## src/rtl/fb_pixel_writer.sv

```systemverilog
// Renderer pixel sink: buffers on-screen pixels in a FIFO, drains them to the framebuffer through req/gnt.
// Accept-to-mem_we is 3 cycles with grant held; in_ready drops while the FIFO is full.

module fb_fifo #(
    parameter int WIDTH = 8,
    parameter int DEPTH = 16
) (
    input  logic                   clk,
    input  logic                   reset,
    input  logic                   push_vld,
    output logic                   push_rdy,
    input  logic [WIDTH-1:0]       push_dat,
    output logic                   pop_vld,
    input  logic                   pop_rdy,
    output logic [WIDTH-1:0]       pop_dat,
    output logic [$clog2(DEPTH):0] count
);
    // Generic circular-buffer FIFO with occupancy counter.
    // Zero-latency head visibility; push_rdy is low when full, regardless of a same-cycle pop.

    localparam int PW = $clog2(DEPTH);
    localparam logic [PW:0] FULL_CNT = (PW + 1)'(DEPTH);

    logic [WIDTH-1:0] mem_q [DEPTH];
    logic [PW-1:0]    wr_ptr_q, wr_ptr_d;
    logic [PW-1:0]    rd_ptr_q, rd_ptr_d;
    logic [PW:0]      count_q, count_d;
    logic             push_fire, pop_fire;

    always_comb begin
        push_rdy  = (count_q != FULL_CNT);
        pop_vld   = (count_q != '0);
        pop_dat   = mem_q[rd_ptr_q];
        count     = count_q;
        push_fire = push_vld & push_rdy;
        pop_fire  = pop_rdy & pop_vld;

        wr_ptr_d = wr_ptr_q;
        rd_ptr_d = rd_ptr_q;
        count_d  = count_q;
        if (push_fire) begin
            wr_ptr_d = wr_ptr_q + 1'b1;
        end
        if (pop_fire) begin
            rd_ptr_d = rd_ptr_q + 1'b1;
        end
        case ({push_fire, pop_fire})
            2'b10:   count_d = count_q + 1'b1;
            2'b01:   count_d = count_q - 1'b1;
            default: count_d = count_q;
        endcase
    end

    always_ff @(posedge clk) begin
        if (reset) begin
            wr_ptr_q <= '0;
            rd_ptr_q <= '0;
            count_q  <= '0;
        end else begin
            wr_ptr_q <= wr_ptr_d;
            rd_ptr_q <= rd_ptr_d;
            count_q  <= count_d;
        end
    end

    // Storage needs no reset: entries are only read once the counter says they are valid.
    always_ff @(posedge clk) begin
        if (push_fire) begin
            mem_q[wr_ptr_q] <= push_dat;
        end
    end

endmodule

module fb_pixel_writer #(
    parameter int COLOR_W  = 3,
    parameter int DEPTH    = 16,
    parameter int SCREEN_W = 320,
    parameter int SCREEN_H = 240
) (
    input  logic               clk,
    input  logic               reset,
    input  logic               in_valid,
    input  logic [8:0]         in_x,
    input  logic [7:0]         in_y,
    input  logic [COLOR_W-1:0] in_color,
    output logic               in_ready,
    output logic               mem_req,
    input  logic               mem_gnt,
    output logic               mem_we,
    output logic [16:0]        mem_addr,
    output logic [COLOR_W-1:0] mem_data,
    output logic               idle,
    output logic [15:0]        drop_count
);
    // Coordinate-to-address conversion, off-screen filtering and grant-driven drain FSM.
    // Pops only in cycles with mem_gnt high, so a grant drop leaves the head queued.

    localparam int ENT_W = 17 + COLOR_W;
    localparam int CW    = $clog2(DEPTH) + 1;
    localparam logic [8:0] X_LIM = 9'(SCREEN_W);
    localparam logic [7:0] Y_LIM = 8'(SCREEN_H);

    typedef enum logic [1:0] {
        S_IDLE,
        S_WAIT_GNT,
        S_WRITE
    } state_t;

    state_t           state_q, state_d;
    logic             mem_req_q, mem_req_d;
    logic [15:0]      drop_count_q, drop_count_d;

    logic             on_screen;
    logic             accept;
    logic             push_vld;
    logic             push_rdy;
    logic             pop_vld;
    logic             last_pop;
    logic [16:0]      lin_addr;
    logic [ENT_W-1:0] head_dat;
    logic [CW-1:0]    fifo_count;

    always_comb begin
        on_screen = (in_x < X_LIM) && (in_y < Y_LIM);
        // y*320 as y*256 + y*64, all terms widened to 17 bits before the add.
        lin_addr  = {1'b0, in_y, 8'b0} + {3'b0, in_y, 6'b0} + {8'b0, in_x};
        in_ready  = push_rdy & ~reset;
        accept    = in_valid & in_ready;
        push_vld  = accept & on_screen;

        mem_we    = (state_q == S_WRITE) & mem_gnt & pop_vld & ~reset;
        mem_addr  = mem_we ? head_dat[ENT_W-1:COLOR_W] : '0;
        mem_data  = mem_we ? head_dat[COLOR_W-1:0] : '0;
        mem_req   = mem_req_q;
        idle      = ~pop_vld & (state_q == S_IDLE);
        drop_count = drop_count_q;

        last_pop  = mem_we & ~push_vld & (fifo_count == CW'(1));

        drop_count_d = drop_count_q;
        if (accept && !on_screen && (drop_count_q != 16'hFFFF)) begin
            drop_count_d = drop_count_q + 16'd1;
        end
    end

    fb_fifo #(
        .WIDTH (ENT_W),
        .DEPTH (DEPTH)
    ) u_fifo (
        .clk      (clk),
        .reset    (reset),
        .push_vld (push_vld),
        .push_rdy (push_rdy),
        .push_dat ({lin_addr, in_color}),
        .pop_vld  (pop_vld),
        .pop_rdy  (mem_we),
        .pop_dat  (head_dat),
        .count    (fifo_count)
    );

    always_comb begin
        state_d = state_q;
        case (state_q)
            S_IDLE: begin
                if (pop_vld) begin
                    state_d = S_WAIT_GNT;
                end
            end
            S_WAIT_GNT: begin
                if (mem_gnt) begin
                    state_d = S_WRITE;
                end
            end
            S_WRITE: begin
                // Leaving on the last pop lets idle rise right after the FIFO empties.
                if (!mem_gnt || !pop_vld || last_pop) begin
                    state_d = S_IDLE;
                end
            end
            default: state_d = S_IDLE;
        endcase
        mem_req_d = (state_d != S_IDLE);
    end

    always_ff @(posedge clk) begin
        if (reset) begin
            state_q      <= S_IDLE;
            mem_req_q    <= 1'b0;
            drop_count_q <= '0;
        end else begin
            state_q      <= state_d;
            mem_req_q    <= mem_req_d;
            drop_count_q <= drop_count_d;
        end
    end

endmodule

```

## config.mk

```make
export PLATFORM = sky130hd
export DESIGN_NAME = fb_pixel_writer
export DESIGN_NICKNAME = d
export VERILOG_FILES = /design/src/rtl/fb_pixel_writer.sv
export SDC_FILE = /design/constraint.sdc
export NUM_CORES = 1
export LEC_CHECK = 0
export BUFFER_PORTS_ARGS = -buffer_cell sky130_fd_sc_hd__buf_2
export CAP_MARGIN = 20
export CORE_ASPECT_RATIO = 0.5
export CORE_MARGIN = 2
export CORE_UTILIZATION = 60
export DETAILED_ROUTE_END_ITERATION = 10
export PLACE_DENSITY = 0.82
export SLEW_MARGIN = 5
export SYNTH_ARGS = -nofsm -noshare
export SYNTH_HDL_FRONTEND = slang
export SYNTH_SLANG_ARGS = --single-unit
export TNS_END_PERCENT = 20
```

## constraint.sdc

```tcl
create_clock -name clk -period 3.9 [get_ports clk]
set_input_delay 0.39 -clock clk [delete_from_list [all_inputs] [get_ports clk]]
set_output_delay 0.39 -clock clk [all_outputs]
set_load 0.05 [all_outputs]
```

* Word-level counts from Yosys, hierarchy flattened
Memory sizes are Yosys's and may differ from the RTL's. A register that Yosys moved wholly into a read port is not among the register bits.
Cells that the tools add are included.
** Word-level totals
- Bits in registers :: 32
- Memories kept :: 1
- Latch bits :: 0
- RAM bits :: 320
- Bits of input ports :: 24
- Word-level logic and storage cells :: 60
- Output and inout port bits :: 40
- Memory bits (read-only) :: 0
** Memories
- u_fifo.mem_q :: depth 16, bits a word 20, read ports 1, clocked after memory_dff 1, write ports 1, RTL line 24 : logic [WIDTH-1:0] mem_q [DEPTH];
** Operators by class
- Divide/modulo/power cells :: 0
- Eq/ne operators :: 7
- Add/subtract/negate cells :: 7
- Shift operators :: 0
- Multipliers :: 0
- Bitwise gates (word level) :: 14
- Muxes and demuxes :: 11
- Reduce and logical (&&, ||, !) cells :: 12
- $lt $le $gt $ge :: 2
** Operators with widths (count)
- adder 16 x 14 -> 17 bit :: 1
- adder 17 x 9 -> 17 bit :: 1
- two-way mux 17 bit :: 1
- adder 16 x 1 -> 16 bit (second input constant) :: 1
- != test 16 bit (second input constant) :: 1
- AND 1 bit :: 11
- one-hot mux 5 bit (2 select lines) :: 1
- less-than comparator 9 bit (second input constant) :: 1
- adder 4 x 1 -> 4 bit (second input constant) :: 2
- less-than comparator 8 bit (second input constant) :: 1
- two-way mux 4 bit :: 2
- two-way mux 2 bit :: 3
- one-hot mux 2 bit (3 select lines) :: 1
- adder 5 x 1 -> 5 bit (second input constant) :: 1
- equality test 5 x 1 -> 1 bit (second input constant) :: 1
- != test 5 bit (second input constant) :: 1
- nonzero test 5 bit :: 1
- subtractor 5 x 1 -> 5 bit (second input constant) :: 1
- equality test 2 x 1 -> 1 bit (second input constant) :: 2
- equality test 2 bit (second input constant) :: 2
- nonzero test 2 bit :: 2
- logical AND 1 bit :: 3
- zero test 1 bit :: 3
- two-way mux 3 bit :: 1
- other kinds (4) :: 8

* Depth between registers and ports, before layout
- Depth after elaboration :: 11
- Gate-level depth with buffers :: 12
- Mapped depth without buffers :: 11

* Hierarchy
From an unflattened synthesis, not the netlist that was laid out.
** Unflattened totals
- Cell total of the unflattened synthesis :: 812
- Area total of the unflattened synthesis :: 14559.0 um^2
** By module, submodules not included
- fb_fifo :: times used 1, seq. area each 9949.5 um^2, cells an instance 622, area an instance 13013.7 um^2
- fb_pixel_writer :: times used 1, seq. area each 380.4 um^2, cells an instance 190, area an instance 1545.2 um^2

* Worst setup path after synthesis
No wires, ideal clock.
- Kind :: register to register
- Start :: reg u_fifo.count_q[0] (netlist: u_fifo.count[0])
- End :: mem u_fifo.mem_q[3][0] (netlist name), enable pin
- Slack :: 0.654 ns
- Library setup time :: 0.422 ns
- Path buffers :: 1
- Stages on the path, launching flop included :: 8
- Period minus slack after synthesis :: 3.246 ns
- Required time :: 3.478 ns
- Arrival time :: 2.824 ns
- Cell sequence :: dfxtp_1 inv_1 ha_1 nor4bb_1 nor4bb_1 buf_2 nand2_1 nor3_1
** On the way
- Cells in the longest elaborated chain, start to end :: 7
** Ends and longest elaborated chain
- start, declared :: RTL line 27 : logic [PW:0] count_q, count_d;
- start signal, assigned :: RTL line 62 : count_q <= count_d;
- != test 5 bit (*) :: RTL line 31 : push_rdy = (count_q != FULL_CNT);
- AND 1 bit :: RTL line 128 : in_ready = push_rdy & ~reset;
- AND 1 bit :: RTL line 129 : accept = in_valid & in_ready;
- AND 1 bit :: RTL line 130 : push_vld = accept & on_screen;
- AND 1 bit (*) :: RTL line 35 : push_fire = push_vld & push_rdy;
- two-way mux 1 bit (*) :: RTL line 68 : if (push_fire) begin
- two-way mux 1 bit (implied by the code) (*) :: RTL line 69 : mem_q[wr_ptr_q] <= push_dat;
- end, declared :: RTL line 24
Every way passes the cells marked *; elsewhere a longest branch is shown, timed or not.

* Worst setup path after layout
- Start :: reg u_fifo.count_q[0] (netlist: u_fifo.count[0])
- End :: out mem_addr[16]
** On the way
- Cells in the longest elaborated chain, start to end :: 4
** Ends and longest elaborated chain
- nonzero test 5 bit :: RTL line 32 : pop_vld = (count_q != '0);
- AND 1 bit (2 in series) :: RTL line 132 : mem_we = (state_q == S_WRITE) & mem_gnt & pop_vld & ~reset;
- two-way mux 17 bit :: RTL line 133 : mem_addr = mem_we ? head_dat[ENT_W-1:COLOR_W] : '0;
- end, declared :: RTL line 91 : output logic [16:0] mem_addr,
No other way between the ends.

==> flow_metrics.env <==
export IMPL_start_util_pct=62.0
export IMPL_grt_first_pass_wirelength_um=44400
export IMPL_required_ns=3.51
export IMPL_synth_top_family_by_area="multiplexers"
export IMPL_fin_nets=894
export IMPL_max_freq_ghz=0.287
export IMPL_die_w_um=223
export IMPL_grt_overflow_total=0
export IMPL_critPathArrivalTime_ns=3.10
export IMPL_hold_slack_ns=0.115
export IMPL_route_vias_total=7514
export IMPL_pin_count=64
export IMPL_cts_inserted_buffers=29
export IMPL_min_period_ns=3.49
export IMPL_fp_dieArea_um2=25300
export IMPL_syn_inst=759
export IMPL_startpoint_type="flip-flop"
export IMPL_fin_worst_skew_ns=0.0113
export IMPL_cts_sinks=356
export IMPL_synth_edf_count=320
export IMPL_endpoint_kind="output pin"
export IMPL_ys_seq_area_share_pct=71.9
export IMPL_grtUsageTotal_pct=24.0
export IMPL_first_global_vias=7582
export IMPL_numPortBuffers=63
export IMPL_final_common_cell="edfxtp_1"
export IMPL_synth_main_ff_cell="edfxtp_1"
export IMPL_final_util_pct=70.0
export IMPL_yosys_register_bits=356
export IMPL_antenna_found_initial=0
export IMPL_yosys_warnings=0
export IMPL_die_h_um=113
export IMPL_cp_max_fo=20
export IMPL_postLayoutCellArea_um2=16200
export IMPL_final_cell_mix="edfxtp_1 (320), mux4_2 (80), buf_2 (63), mux2i_1 (43)"
export IMPL_p_per_area_nw_per_um2=463
export IMPL_cts_resized=0
export IMPL_tns_ns=0
export IMPL_hold_buffers=0
export IMPL_clk_pin_slew_ns=0.07
export IMPL_place_area_um2=15300
export IMPL_max_cap_violations=0
export IMPL_area_growth_pct=12.9
export IMPL_drt_iter0_drc=714
export IMPL_layout_drive_gt1_share_pct=27.5
export IMPL_antenna_left=0
export IMPL_dp_hpwl_um=17200
export IMPL_gp_congestion=0.810
export IMPL_cts_root_buf="clkbuf_16"
export IMPL_grt_max_degree=61
export IMPL_drc=0
export IMPL_placementRows=39
export IMPL_synth_area_per_cell_um2=18.9
export IMPL_ys_async_sr_fraction_pct=0
export IMPL_hold_path_class="in2reg"
export IMPL_rsz0062_at_grt="false"
export IMPL_antenna_cells=0
export IMPL_synthAdderAreaFrac_pct=2.54
export IMPL_syn_area_um2=14400
export IMPL_htree_levels=1
export IMPL_dr_pass1_iters=5
export IMPL_path_cells="inv_1 -> ha_1 -> or4b_1 -> nand2_1 -> nor3_1 -> nand2b_1 -> buf_4 -> o22ai_1 -> buf_2"
export IMPL_status="completed"
export IMPL_synth_fp_nets=811
export IMPL_wl_per_cell_um=25.2
export IMPL_synth_xor_area_share_pct=1.64
export IMPL_hold_violations=0
export IMPL_yosys_area_share_simple_pct=4.28
export IMPL_worst_slack_ns=0.411
export IMPL_path_class="reg2out"
export IMPL_synth_mux_area_share_pct=15.5
export IMPL_fin_crit_sh_pct=89.5
export IMPL_coreArea_um2=23200
export IMPL_synth_distinct_cells=54
export IMPL_worstMarginPinSlew_ns=1.05
export IMPL_ir_drop_mv=0.354
export IMPL_cp_slowest_cell="dfxtp_1"
export IMPL_cts_setup_buffers=0
export IMPL_cts_tree="built"
export IMPL_slowest_delay_ns=0.43
export IMPL_clock_latency_ns=0.56
export IMPL_finalSetupViolCount=0
export IMPL_synth_compound_area_share_pct=2.64
export IMPL_cts_max_path_buffers=3
export IMPL_slew_violations=0
export IMPL_slew_headroom_pct=29.3
export IMPL_leakage_nw=5.20
export IMPL_postRouteWirelength_um=29500
export IMPL_dp_slack_ns=0.503
export IMPL_viasPerCell=6.42
registers in the layout, indices dropped and copies added (netlist names), named ones only:
name and cells:
state_q 2, u_fifo.count 5, u_fifo.rd_ptr_q 4, drop_count 16
u_fifo.wr_ptr_q 4, u_fifo.mem_q 320, mem_req 1
cells in the mapped netlist (11+ instances only):
cell type / count / share of area [%]
buf_2: 18 / 0.63
clkbuf_1: 15 / 0.39
dfxtp_1: 36 / 5.0
edfxtp_1: 320 / 67
ha_1: 26 / 2.3
mux2i_1: 43 / 3.0
mux4_2: 80 / 13
nand2_1: 20 / 0.52
nor2_1: 45 / 1.2
nor3_1: 11 / 0.38
o22ai_1: 20 / 0.87
xor2_1: 18 / 1.1
per-stage QoR:
| stage | std cells | power, mW |
|---|---|---|
| after floorplan | 759 | 4.58 |
| after global placement | 1117 | 4.70 |
| after detailed placement | 1117 | 4.72 |
| after CTS | 1170 | 7.56 |
| after global routing | 1171 | 7.74 |
| final | 1171 | 7.52 |
power by group:
group / switching, mW / total, mW / internal (mW) / leakage (nW)
clock network: 1.30 / 2.88 / 1.58 / 0.446
logic: 0.245 / 0.347 / 0.102 / 1.58
registers: 0.0128 / 4.29 / 4.28 / 3.18
area by class of cell:
class	count	area, um2
clock buffers	35	758
clock inverters	18	165
fillers	1383	6940
inverters	8	30.0
multi-input cells	355	3880
flip-flops and latches	356	10300
well taps	307	384
repair buffers	92	683
worst max-delay path: cells and delay by family (launching register included):
family | cells | cell delay [ns]
compound gates | 1 | 0.36
flops | 1 | 0.43
fa+ha+maj | 1 | 0.21
simple gates | 4 | 0.81
buf+inv | 3 | 0.71
final timing paths:
path                 startpoint            endpoint  slack (ns)  cells past startpoint
max             u_fifo.count[0]        mem_addr[16]        0.41                      9
min                     mem_gnt          state_q[0]        0.11                      2
max reg2reg     u_fifo.count[0]  u_fifo.mem_q[0][6]        1.00                      8
min reg2reg  u_fifo.wr_ptr_q[1]  u_fifo.wr_ptr_q[1]        0.53                      2
routing by layer:
layer  wire length, um  part of all wire [%]  track usage (%)  vias up
met5                 0                     0                0        -
li1                  -                     -                -     3248
met3              2130                   7.2             4.69       47
met1             12700                    43             35.4     3905
met2             14000                    48             38.1      314
met4               586                   2.0             5.64        0
kinds of logic (layout without fill, tap and decap cells):
group,after synthesis,after routing
AND/OR/NAND/NOR,121,121
AO/OA/AOI/OAI,56,56
XOR/XNOR,27,27
multiplexers,123,123
flip-flops,356,356
adder cells (fa/ha/maj),28,28
buffers and inverters,48,153
(Power assumes the default switching activity.)
